### src/rtl/pc_fetch_unit.sv
// pc_fetch_unit: fetch PC sequencing with stall, eret/jump/branch redirects and a single-level interrupt FSM
module pc_fetch_unit #(
   parameter logic [31:0] RESET_PC   = 32'h0000_0000,
   parameter logic [31:0] INT_VECTOR = 32'h0000_0100
) (
   input  logic        clk,
   input  logic        reset,
   input  logic        PC_Stall,
   input  logic        Branch_Taken,
   input  logic [31:0] Branch_Target,
   input  logic        Jump,
   input  logic [31:0] Jump_Target,
   input  logic        Eret,
   input  logic        Int_Req,
   output logic [31:0] PC,
   output logic [31:0] PCplus4,
   output logic        IF_ID_Flush,
   output logic [31:0] EPC,
   output logic        Int_Ack,
   output logic        In_ISR
);
   typedef enum logic {NORMAL, ISR} state_t;
   state_t state;
   logic pending;
   logic eret_ok;
   logic take_int;
   assign eret_ok     = !PC_Stall && Eret && state == ISR;
   assign take_int    = !PC_Stall && !Jump && !Branch_Taken && state == NORMAL && pending;
   assign IF_ID_Flush = reset && !PC_Stall && (eret_ok || Jump || Branch_Taken || take_int);
   assign Int_Ack     = reset && take_int;
   assign PCplus4     = PC + 32'd4;
   assign In_ISR      = state == ISR;
   always_ff @(posedge clk) begin
      if (!reset) begin
         PC      <= RESET_PC;
         EPC     <= '0;
         pending <= 1'b0;
         state   <= NORMAL;
      end else begin
         pending <= Int_Req || (pending && !take_int);
         if (!PC_Stall) begin
            if (eret_ok) begin
               PC    <= {EPC[31:2], 2'b00};
               state <= NORMAL;
            end else if (Jump)
               PC <= {Jump_Target[31:2], 2'b00};
            else if (Branch_Taken)
               PC <= {Branch_Target[31:2], 2'b00};
            else if (take_int) begin
               EPC   <= PC;
               PC    <= INT_VECTOR;
               state <= ISR;
            end else
               PC <= PCplus4;
         end
      end
   end
endmodule

### config.mk
export PLATFORM = sky130hd
export DESIGN_NAME = pc_fetch_unit
export DESIGN_NICKNAME = d
export VERILOG_FILES = /design/src/rtl/pc_fetch_unit.sv
export SDC_FILE = /design/constraint.sdc
export NUM_CORES = 1
export LEC_CHECK = 0
export ABC_AREA = 1
export CORE_MARGIN = 1.5
export CORE_UTILIZATION = 60
export CTS_CLUSTER_DIAMETER = 80
export DETAILED_ROUTE_END_ITERATION = 10
export DONT_BUFFER_PORTS = 1
export PLACE_DENSITY = 0.76
export SYNTH_ARGS = -nofsm -noshare
export SYNTH_HDL_FRONTEND = slang
export SYNTH_SLANG_ARGS = --single-unit
### constraint.sdc
create_clock -name clk -period 1.6 [get_ports clk]
set_input_delay 0.24 -clock clk [delete_from_list [all_inputs] [get_ports clk]]
set_output_delay 0.24 -clock clk [all_outputs]
set_load 0.02 [all_outputs]
# == Word level (Yosys, flattened, before mapping) ==
# Index checks and enable logic that the tools add are counted.
# totals
reg_bits,66
in_bits,71
out_inout_bits,99
elab_cells,41
# classes
add_sub_neg,1
eq_ne,2
n_mux,8
n_bitwise,5
reduce_logical,21
# ops
op,count
$mux 32,4
$add 32x3->32 const B,1
$logic_and 1x1->1,10
$not 1->1,5
$reduce_and 5->1,1
$logic_not 1->1,4
$logic_or 1x1->1,4
$mux 1,4
$ne 2x1->1 const B,2
$reduce_and 4->1,1
$reduce_bool 2->1,1

# == Logic depth before layout (Yosys ltp) ==
# Gate-level depths: netlist of the first run.
# logic_depth
ltp_word,9
ltp_mapped,10
mapped_depth_nobuf,10

# == Worst setup path after synthesis of the first run ==
# OpenSTA, ideal clock, no wires.
# synth_timing
kind,reg-to-output
start,register PC[3]
end,output port PCplus4[22]
arrival_time_ps,1555
setup_slack_ps,-195
path_stages_with_launch,9
n_path_buf,0
path_cell_list,dfxtp_1 > ha_1 > nand2_1 > nor2_4 > nand2_4 > nor2_4 > nand2_1 > nand2_1 > and2_1
# synth_between
elab_chain_cells,1
# synth_lines
item,line_no,text
"start, declared",15,"output logic [31:0] PC,"
"start signal, assigned",43,"PC <= {EPC[31:2], 2'b00};"
"start signal, assigned",46,"PC <= {Jump_Target[31:2], 2'b00};"
"start signal, assigned",48,"PC <= {Branch_Target[31:2], 2'b00};"
$add 32x3->32,31,assign PCplus4 = PC + 32'd4;
"end, declared",16,"output logic [31:0] PCplus4,"
# No other way between the ends.

# == Worst setup path in the final report of the first run ==
# layout_timing
start,register PC[3]
end,output port PCplus4[26]
# Same word-level chain as after synthesis.

==> results of run 1 <==
[cell usage after synthesis, types with 3 or more instances]
cell	count	area share [%]
nor2_2	6	0.97
nand3_1	17	2.2
nand2_2	4	0.65
xnor2_1	5	1.1
a21oi_1	75	9.7
and2_1	5	0.81
nand3b_1	4	0.77
clkbuf_1	22	2.1
dfxtp_1	62	32
a211oi_1	20	3.9
o21ai_0	87	11
inv_1	56	5.4
nor2_1	54	5.2
xor2_1	3	0.68
nand2_1	132	13
xor2_2	7	2.9
buf_4	7	1.4
nor2_4	8	2.3
buf_2	8	1.0
[flip-flops by register name, indices dropped and copies added (netlist names)]
register / flops
PC: 30
In_ISR: 1
EPC: 30
pending: 1
[metal layers]
metal	global-route usage (%)	share of wire, %
met1	45.5	36
met2	67.9	50
met3	9.54	10
met4	14.8	3.5
met5	0	0
[critical path, cell delays in order (launching register included)]
cell	delay (ns)
dfxtp_4	0.38
ha_4	0.15
nand2_4	0.05
nor2_4	0.13
nand2_4	0.14
nor2_4	0.22
nand2_1	0.10
nand2_2	0.08
and2_4	0.18
[power by group]
group	leakage (nW)	internal, mW	switching, mW	total (mW)
Sequential	0.516	1.62	0.115	1.74
Clock	0.105	0.869	0.668	1.54
Combinational	1.51	0.354	0.570	0.924
Total	2.13	2.85	1.35	4.20
[worst paths after layout]
kind / endpoint / slack, ns / cells past startpoint / start
max: PCplus4[26] / -0.44 / 8 / PC[3]$_SDFFE_PN0N_
min: pending$_SDFF_PN0_ / 0.008 / 2 / Int_Req
max reg2reg: PC[20]$_SDFFE_PN0N_ / -0.06 / 9 / PC[3]$_SDFFE_PN0N_
min reg2reg: EPC[7]$_SDFFE_PN0P_ / 0.56 / 2 / EPC[7]$_SDFFE_PN0P_
[kinds of logic after synthesis]
kind of cell,after synthesis,share of synthesized area [%]
AOI/OAI and AO/OA,184,25.2
xor gates and xnor gates,15,4.74
DFF,62,32.0
and+or+nand+nor,237,27.6
buffers and inverters,94,10.0
other,1,0.0967
adders and majority gates,1,0.323
[final cells by class]
class / count / area (sq um)
Sequential cell: 62 / 1280
Inverter: 57 / 214
Tap cell: 77 / 96.3
Timing Repair Buffer: 98 / 851
Clock buffer: 11 / 131
Clock inverter: 5 / 73.8
Fill cell: 407 / 1060
Multi-Input combinational cell: 443 / 2610
[timing repair]
item                       CTS  global route
buffers inserted            10            12
pin swaps                   32            22
gates cloned                 2             0
resized for setup           63            43
setup endpoints to repair   33            40
hold endpoints to repair     0             0
[metrics by stage]
step | utilization [%] | cells | setup WS (ns)
2_1_floorplan | - | 599 | -0.0379
3_3_place_gp | 70.4 | 714 | -0.0575
3_5_place_dp | 70.4 | 714 | -0.0859
4_1_cts | 79.4 | 742 | -0.390
5_1_grt | 83.2 | 753 | -0.476
6_report | 83.2 | 753 | -0.439
==> impl_metrics.csv, run 1 <==
group,metric,value,unit
status,status,"finished, violations left",
status,violations,"negative setup slack",
clock_tree,clock-sinks,62,
drt,num_vias,4584,
clock_tree,htree_levels,3,
grt,antenna_found_initial,0,
drt,dr.first_iter.drc_count,461,
clock_tree,clk_path_buf_depth,2,
critical_path,crit_arrival,1.80,ns
clock_tree,clk_transition_reported_paths,0.08,ns
critical_path,crit_path_start_kind,"register",
critical_path,critPathKind,"register to output port",
logic_synthesis,synth_seq_cells,62,
power_and_ir_drop,total_power,4.20,mW
timing,layout_setup_ws,-0.439,ns
die,core_region_area,6310,sq um
power_and_ir_drop,vdd_drop_max,0.000747,V
drt,drc_errors,0,
grt,grt_first_pass_wirelength,21600,um
layout,drive_above_1_share,31.8,%
layout,final_cell_mix,"nand2_1, o21ai_0, buf_4",
die,initial_core_util,61.4,%
placement,gp_congestion,0.970,
grt,overflow,0,
grt,grt_pass1_vias,4428,
logic_synthesis,synth_top_flop_cell,"dfxtp_1",
clock_tree,cts_tree,"built",
die,die-area,6950,sq um
timing,hold_slack,0.00828,ns
logic_synthesis,yosysWarningCount,0,
timing,rsz0062_at_grt,"yes",
clock_tree,cts_buffers,9,
critical_path,crit_path_max_fanout,5,
logic_synthesis,netlist_instances,594,
drt,wirelength,14600,um
layout,final_common_cell,"nand2_1",
placement,io_buffers,0,
die,fp.dieW,83.4,um
clock_tree,clock_latency,0.36,ns
timing,skew,0.0161,ns
timing,max_clock_freq,490,MHz
logic_synthesis,synth.avg_cell_area,6.53,sq um
placement,hpwl,8620,um
die,row_count,29,
timing,setup_tns,-8.96,ns
layout,diodes,0,
critical_path,crit_required,1.36,ns
timing,drv_slew,0,
clock_tree,cts-hold-fix-buffers,0,
die,ioPinCount,170,
drt,dr.pass1.iters,5,
logic_synthesis,synth_edf_count,0,
run,maxCapViolCount,0,
placement,post_dp_cell_area,4440,sq um
timing,fin_crit_sh,127,%
critical_path,cp-end-kind,"output port",
logic_synthesis,synth.distinct_cells,29,
logic_synthesis,syn_area,3880,sq um
timing,setup_violations,35,
timing,slew_headroom,66.0,%
layout,final_area,5260,sq um
timing,post-route-min-period,2.04,ns
logic_synthesis,async_reset_ff_share,0,%
logic_synthesis,yosysSeqAreaShare,32.0,%
layout,area_delta_synth_final,35.5,%
grt,globalRouteTotalUtil,38.7,%
drt,antenna_left,0,
timing,worst_pin_slew,0.509,ns
drt,viasPerCell,6.09,
grt,grt_max_degree,62,
worst_hold_path,worst_hold_path_type,"input port to register",
power_and_ir_drop,p_leak,2.13,nW
die,die_h,83.4,um
timing,hold_viol,0,
clock_tree,cts_root_buf,"clkbuf_8",
drt,wl_per_cell,19.3,um
power_and_ir_drop,p_per_area,799,nW/um^2
layout,layout.nets,743,
No activity file was read; power rests on OpenSTA's default activity.
==> run 2: changes to the inputs <==
- SLEW_MARGIN: not set -> 20
==> results of run 2 <==
No change in the layout: final DEF, timing and power equal those of run 1.
